==> src/rtl/if_id_block_pkg.sv <==
// if_id_block_pkg: shared constants, fetch FSM encoding and PC helpers for the fetch stage.
//   RESET_PC_DEF  default PC after reset
//   NOP_INST_DEF  bubble instruction (addi x0,x0,0)
//   fetch_state_e IDLE / REQ / HOLD / DROP
package if_id_block_pkg;
    localparam logic [31:0] RESET_PC_DEF = 32'h0000_0000;
    localparam logic [31:0] NOP_INST_DEF = 32'h0000_0013;
    typedef enum logic [1:0] {
        IDLE = 2'd0,
        REQ  = 2'd1,
        HOLD = 2'd2,
        DROP = 2'd3
    } fetch_state_e;
    function automatic logic [31:0] pc_plus4(input logic [31:0] pc);
        return pc + 32'd4;
    endfunction
    function automatic logic [31:0] align4(input logic [31:0] a);
        return a & ~32'd3;
    endfunction
endpackage

==> src/rtl/if_id_block_if.sv <==
// if_id_block_if: instruction-memory read bus between the fetch stage and memory.
//   imem_addr   read address
//   imem_reb    read enable, active-low (low = request outstanding)
//   imem_rdata  instruction word, valid with imem_valid
//   imem_valid  one-cycle response strobe
interface if_id_block_if;
    logic [31:0] imem_addr;
    logic        imem_reb;
    logic [31:0] imem_rdata;
    logic        imem_valid;
    modport master (output imem_addr, imem_reb, input imem_rdata, imem_valid);
    modport slave  (input imem_addr, imem_reb, output imem_rdata, imem_valid);
endinterface

==> src/rtl/if_id_block_ifid_reg.sv <==
// if_id_block_ifid_reg: IF/ID pipeline register with load / bubble / hold controls.
//   load       capture {load_pc, load_inst} as a valid instruction
//   bubble     replace instruction with NOP_INST, clear valid, keep PC
//   neither    hold contents
//   ifid_*     registered outputs to decode
module if_id_block_ifid_reg
    import if_id_block_pkg::*;
#(
    parameter logic [31:0] NOP_INST = NOP_INST_DEF
) (
    input  logic        clk,
    input  logic        rst_n,
    input  logic        load,
    input  logic        bubble,
    input  logic [31:0] load_pc,
    input  logic [31:0] load_inst,
    output logic [31:0] ifid_pc,
    output logic [31:0] ifid_inst,
    output logic        ifid_valid
);
    always_ff @(posedge clk or negedge rst_n) begin
        if (!rst_n) begin
            ifid_pc    <= 32'h0;
            ifid_inst  <= NOP_INST;
            ifid_valid <= 1'b0;
        end else if (load) begin
            ifid_pc    <= load_pc;
            ifid_inst  <= load_inst;
            ifid_valid <= 1'b1;
        end else if (bubble) begin
            ifid_inst  <= NOP_INST;
            ifid_valid <= 1'b0;
        end
    end
endmodule

==> src/rtl/if_id_block.sv <==
// if_id_block: fetch stage owning the PC, single outstanding imem read, IF/ID register.
//   clk, rst_n     clock and asynchronous active-low reset
//   stall          hold PC and IF/ID contents
//   flush          redirect fetch to branch_target and squash IF/ID; wins over stall
//   branch_target  redirect address, low two bits ignored
//   imem           instruction-memory read bus (master side)
//   ifid_pc/inst/valid  instruction presented to decode
module if_id_block
    import if_id_block_pkg::*;
#(
    parameter logic [31:0] RESET_PC = RESET_PC_DEF,
    parameter logic [31:0] NOP_INST = NOP_INST_DEF
) (
    input  logic                 clk,
    input  logic                 rst_n,
    input  logic                 stall,
    input  logic                 flush,
    input  logic [31:0]          branch_target,
    if_id_block_if.master        imem,
    output logic [31:0]          ifid_pc,
    output logic [31:0]          ifid_inst,
    output logic                 ifid_valid
);
    fetch_state_e state, state_nxt;
    logic [31:0]  pc, pc_nxt, req_addr, req_nxt, held_inst, held_nxt, load_inst, bt;
    logic         load, bubble;

    assign bt = align4(branch_target);
    assign imem.imem_addr = req_addr;
    assign imem.imem_reb  = !(state == REQ || state == DROP);

    always_ff @(posedge clk or negedge rst_n) begin
        if (!rst_n) state <= IDLE;
        else        state <= state_nxt;
    end

    always_comb begin
        state_nxt = state;
        unique case (state)
            IDLE: state_nxt = REQ;
            REQ:  state_nxt = flush ? (imem.imem_valid ? REQ : DROP)
                                    : (imem.imem_valid && stall ? HOLD : REQ);
            HOLD: state_nxt = (flush || !stall) ? REQ : HOLD;
            DROP: state_nxt = imem.imem_valid ? REQ : DROP;
        endcase
    end

    // A flush with the response still in flight keeps req_addr on the old address
    // so the bus stays stable; DROP swallows that response and then reissues at pc.
    always_comb begin
        pc_nxt    = pc;
        req_nxt   = req_addr;
        held_nxt  = held_inst;
        load      = 1'b0;
        bubble    = 1'b0;
        load_inst = held_inst;
        unique case (state)
            IDLE: begin
                pc_nxt  = flush ? bt : pc;
                req_nxt = flush ? bt : pc;
                bubble  = flush;
            end
            REQ: begin
                if (flush) begin
                    pc_nxt  = bt;
                    req_nxt = imem.imem_valid ? bt : req_addr;
                    bubble  = 1'b1;
                end else if (imem.imem_valid && !stall) begin
                    load      = 1'b1;
                    load_inst = imem.imem_rdata;
                    pc_nxt    = pc_plus4(pc);
                    req_nxt   = pc_plus4(pc);
                end else if (imem.imem_valid) begin
                    held_nxt = imem.imem_rdata;
                end else begin
                    bubble = !stall;
                end
            end
            HOLD: begin
                if (flush) begin
                    pc_nxt  = bt;
                    req_nxt = bt;
                    bubble  = 1'b1;
                end else if (!stall) begin
                    load    = 1'b1;
                    pc_nxt  = pc_plus4(pc);
                    req_nxt = pc_plus4(pc);
                end
            end
            DROP: begin
                bubble  = 1'b1;
                pc_nxt  = flush ? bt : pc;
                req_nxt = imem.imem_valid ? (flush ? bt : pc) : req_addr;
            end
        endcase
    end

    always_ff @(posedge clk or negedge rst_n) begin
        if (!rst_n) begin
            pc        <= RESET_PC;
            req_addr  <= RESET_PC;
            held_inst <= NOP_INST;
        end else begin
            pc        <= pc_nxt;
            req_addr  <= req_nxt;
            held_inst <= held_nxt;
        end
    end

    if_id_block_ifid_reg #(.NOP_INST(NOP_INST)) u_ifid (
        .clk        (clk),
        .rst_n      (rst_n),
        .load       (load),
        .bubble     (bubble),
        .load_pc    (pc),
        .load_inst  (load_inst),
        .ifid_pc    (ifid_pc),
        .ifid_inst  (ifid_inst),
        .ifid_valid (ifid_valid)
    );
endmodule
==> src/flat_wrapper.sv <==
// flat-port wrapper written by rule: the top's interface ports become plain ports
module if_id_block_flat import if_id_block_pkg::*;
#(
    parameter logic [31:0] RESET_PC = RESET_PC_DEF,
    parameter logic [31:0] NOP_INST = NOP_INST_DEF
)
  (clk, rst_n, stall, flush, branch_target, ifid_pc, ifid_inst, ifid_valid, imem_imem_addr, imem_imem_reb, imem_imem_rdata, imem_imem_valid);
  if_id_block_if imem_i ();
  input  logic clk;
  input  logic rst_n;
  input  logic stall;
  input  logic flush;
  input  logic [31:0] branch_target;
  output logic [31:0] ifid_pc;
  output logic [31:0] ifid_inst;
  output logic ifid_valid;
  output wire logic [$bits(imem_i.imem_addr)-1:0] imem_imem_addr;
  output wire logic [$bits(imem_i.imem_reb)-1:0] imem_imem_reb;
  input wire logic [$bits(imem_i.imem_rdata)-1:0] imem_imem_rdata;
  input wire logic [$bits(imem_i.imem_valid)-1:0] imem_imem_valid;
  assign imem_imem_addr = imem_i.imem_addr;
  assign imem_imem_reb = imem_i.imem_reb;
  assign imem_i.imem_rdata = imem_imem_rdata;
  assign imem_i.imem_valid = imem_imem_valid;
  if_id_block #(.RESET_PC(RESET_PC), .NOP_INST(NOP_INST)) u_core (.clk(clk), .rst_n(rst_n), .stall(stall), .flush(flush), .branch_target(branch_target), .imem(imem_i), .ifid_pc(ifid_pc), .ifid_inst(ifid_inst), .ifid_valid(ifid_valid));
endmodule
==> config.mk <==
export PLATFORM = sky130hd
export DESIGN_NAME = if_id_block_flat
export DESIGN_NICKNAME = d
export VERILOG_FILES = /design/src/rtl/if_id_block_pkg.sv /design/src/rtl/if_id_block_if.sv /design/src/rtl/if_id_block_ifid_reg.sv /design/src/rtl/if_id_block.sv /design/src/flat_wrapper.sv
export SDC_FILE = /design/constraint.sdc
export NUM_CORES = 1
export LEC_CHECK = 0
export ABC_AREA = 1
export BUFFER_PORTS_ARGS = -buffer_cell sky130_fd_sc_hd__buf_4
export CAP_MARGIN = 20
export CORE_ASPECT_RATIO = 0.8
export CORE_MARGIN = 2
export CORE_UTILIZATION = 50
export DETAILED_ROUTE_END_ITERATION = 7
export MAX_ROUTING_LAYER = met4
export PLACE_DENSITY = 0.79
export SYNTH_ARGS = -nofsm -noshare
export SYNTH_HDL_FRONTEND = slang
export SYNTH_SLANG_ARGS = --single-unit
==> constraint.sdc <==
create_clock -name clk -period 2.2 [get_ports clk]
set_clock_uncertainty 0.1 [all_clocks]
set_input_delay 0.44 -clock clk [delete_from_list [all_inputs] [get_ports clk]]
set_output_delay 0.44 -clock clk [all_outputs]
set_load 0.005 [all_outputs]
==> flow_metrics.env <==
export IMPL_synthTopCellsByArea="dfrtp_1 (52%), nand2_1 (15%), o21ai_0 (9.2%), inv_1 (5.5%), nand3_1 (3.0%)"
export IMPL_start_kind="flip-flop"
export IMPL_finalWirelength_mm=20.1
export IMPL_clkLatencyLatePin_ps=430
export IMPL_seqPwrFrac_pct=41.0
export IMPL_dp_slack_ps=66.9
export IMPL_dieArea_um2=16200
export IMPL_grt_overflow_total=0
export IMPL_antenna_cells=0
export IMPL_avgRoutedWirePerCell_um=15.2
export IMPL_clkSinkCount=163
export IMPL_vias_per_cell=5.26
export IMPL_clk_path_buf_depth=2
export IMPL_synthCells=951
export IMPL_drv_slew=0
export IMPL_slew_headroom_pct=60.9
export IMPL_dp_cells=1282
export IMPL_cellPowerDensity_nw_per_um2=1240
export IMPL_die_h_um=114
export IMPL_final_cell_mix="nand2_1 (309), buf_4 (181), dfrtp_1 (157), o21ai_0 (140), inv_1 (111)"
export IMPL_place_hpwl_mm=13.8
export IMPL_ir_worst_vdd_mv=0.671
export IMPL_ys_async_sr_fraction_pct=100
export IMPL_p_int_mw=7.75
export IMPL_grt_pass1_vias=6287
export IMPL_timing_rr_start="u_core.state[1]$_DFF_PN0_"
export IMPL_synth_edf_count=0
export IMPL_crit_buf_inv=4
export IMPL_pwr_share_comb_pct=34.7
export IMPL_leakage_nw=4.94
export IMPL_syn_cell_area_um2=7600
export IMPL_synth_seq_cells=163
export IMPL_top_level_ports=167
export IMPL_fin_setup_tns_ps=0
export IMPL_switching_share_pct=36.3
export IMPL_cts_root_buf="clkbuf_16"
export IMPL_min_from="imem_imem_rdata[4]"
export IMPL_critical_path_top_delay_family="simple AND/OR/NAND/NOR gates"
export IMPL_grt_pass1_wl_mm=31.6
export IMPL_fin_ws_ps=125
export IMPL_drc=0
export IMPL_rsz0062_at_grt="true"
export IMPL_synth_seq_area_share_pct=53.8
export IMPL_final_hold_violation_count=0
export IMPL_critPathArrivalTime_ps=2280
export IMPL_ys_flop_type="dfrtp_1"
export IMPL_finalPower_mw=12.2
export IMPL_dr_pass1_iters=6
export IMPL_syn_nets=1025
export IMPL_synth_top_cell_area_share_pct=51.7
export IMPL_setup_viol=0
export IMPL_yosys_warnings=0
export IMPL_crit_required_ps=2410
export IMPL_slowest_stage="dfrtp_1"
export IMPL_fin_crit_ps=2080
export IMPL_post_route_util_pct=65.7
export IMPL_place_gp_congestion=0.888
export IMPL_path_class="flip-flop to flip-flop"
export IMPL_worst_path_largest_cell_delay_ps=400
export IMPL_end_kind="flip-flop"
export IMPL_grt_start_max_net_pins=56
export IMPL_p_clk_share_pct=24.3
export IMPL_outcome="finished, final reports clean"
export IMPL_rows=40
export IMPL_post_route_period_util_pct=94.3
export IMPL_synth_distinct_cells=33
export IMPL_cts_tree="built"
export IMPL_antenna_found_initial=0
export IMPL_worst_hold_path_type="primary input to flip-flop"
export IMPL_ant_nets=0
export IMPL_instances_no_fill=1319
export IMPL_htreeDepth=4
export IMPL_worstMarginPinSlew_ps=586
export IMPL_start_util_pct=50.9
export IMPL_io_buffers=164
export IMPL_p_switching_mw=4.41
export IMPL_final_common_cell="nand2_1"
export IMPL_synthToLayoutAreaGrowth_pct=28.9
export IMPL_via_count=6936
export IMPL_crit_chain="inv_1 -> ha_2 -> inv_2 -> nor2_1 -> nand3_2 -> a21oi_4 -> inv_2 -> nand3_2 -> clkbuf_16 -> o22ai_1"
export IMPL_max_freq_mhz=482
export IMPL_drive_gt1_share_pct=22.5
export IMPL_finalNetCount=1191
export IMPL_clk_pin_slew_ps=60
export IMPL_numCtsBuffers=17
export IMPL_worstSetupStartpoint="u_core.state[1]$_DFF_PN0_"
export IMPL_maxCapViolCount=0
export IMPL_avgSynthCellArea_um2=7.99
export IMPL_yosys_area_top_type="dfrtp_1"
export IMPL_grt_usage_pct=26.0
export IMPL_drtIter0Drc=694
export IMPL_die_w_um=142
export IMPL_cp_max_fo=16
export IMPL_core_um2=14900
## cells by family after synthesis
group / synth area share [%]
AOI/OAI and AO/OA: 13.8
xor gates and xnor gates: 0.115
adders and majority gates: 0.823
buffers and inverters: 8.64
DFF: 53.8
muxes: 0.445
and+or+nand+nor: 22.4
## worst paths after layout
check | endpoint | slack, ps | depth (start not counted)
min in group asynchronous | u_core.imem.imem_addr[5]$_DFFE_PN0P_ | 380 | 2
setup reg to reg | u_core.u_ifid.ifid_inst[24]$_DFFE_PN0P_ | 120 | 10
max in group asynchronous | u_core.u_ifid.ifid_pc[13]$_DFFE_PN0P_ | 920 | 3
hold reg to reg | u_core.u_ifid.ifid_pc[17]$_DFFE_PN0P_ | 370 | 2
hold / removal | u_core.held_inst[4]$_DFFE_PN1P_ | 150 | 2
setup / recovery | u_core.u_ifid.ifid_inst[24]$_DFFE_PN0P_ | 120 | 10
## power by group through the flow
stage | clock network, mW | logic [mW] | registers (mW)
global route | 3.13 | 4.74 | 5.12
CTS | 2.98 | 4.17 | 4.97
global placement | 0 | 4.03 | 4.95
detailed placement | 0 | 4.13 | 4.99
finish | 2.95 | 4.22 | 4.99
floorplan | 0 | 2.26 | 4.86
## state kept, by name, summed over array words and instances (netlist names)
name                      flops
u_core.held_inst             32
u_core.imem.imem_addr        32
u_core.pc                    32
u_core.state                  2
u_core.u_ifid.ifid_inst      32
u_core.u_ifid.ifid_pc        32
u_core.u_ifid.ifid_valid      1
## cell usage after synthesis (2+ instances only)
| master | n |
|---|---|
| a21oi_1 | 9 |
| buf_2 | 21 |
| buf_6 | 2 |
| clkbuf_1 | 21 |
| dfrtp_1 | 157 |
| dfstp_2 | 6 |
| ha_1 | 5 |
| inv_1 | 111 |
| inv_2 | 6 |
| mux2_2 | 2 |
| nand2_1 | 310 |
| nand2_2 | 2 |
| nand3_1 | 46 |
| nand3_2 | 2 |
| nand4_1 | 10 |
| nor2_1 | 37 |
| nor2_2 | 3 |
| nor3_1 | 4 |
| o211ai_1 | 2 |
| o21ai_0 | 140 |
| o21ai_1 | 14 |
| o22ai_1 | 29 |
| or2_2 | 2 |
## area by class of cell
type	instances	area, µm²
well taps	189	236
multi-input cells	625	2880
clock buffers	19	453
fillers	1253	5120
repair buffers	192	1560
flip-flops and latches	163	4090
clock inverters	13	134
inverters	118	445
## timing repair
| item | 4_1_cts | 5_1_grt |
|---|---|---|
| gates cloned | 0 | 1 |
| pin swaps | 0 | 2 |
| endpoints found under the hold margin | 35 | 0 |
| gates resized for setup | 1 | 7 |
| setup buffers | 0 | 3 |
| hold buffers | 1 | 0 |
| setup endpoints to repair | 1 | 72 |
## routing by layer
layer  up-vias  global-route usage (%)  routed length, µm
met5         -                       -                  0
met4         0                    8.53                403
met3        31                    4.85               1430
met2       281                    37.2               8850
met1      3244                    37.8               9420
li1       3380                       -                  -
## metrics by stage
| step | area (µm²) | hold WS [ps] |
|---|---|---|
| after global placement | 9120 | 273 |
| after CTS | 9720 | 136 |
| final | 9790 | 147 |
| after detailed placement | 9120 | 275 |
| after floorplan | 7600 | 44.4 |
| after global routing | 9790 | 141 |
Power figures use the tool's default switching activity.
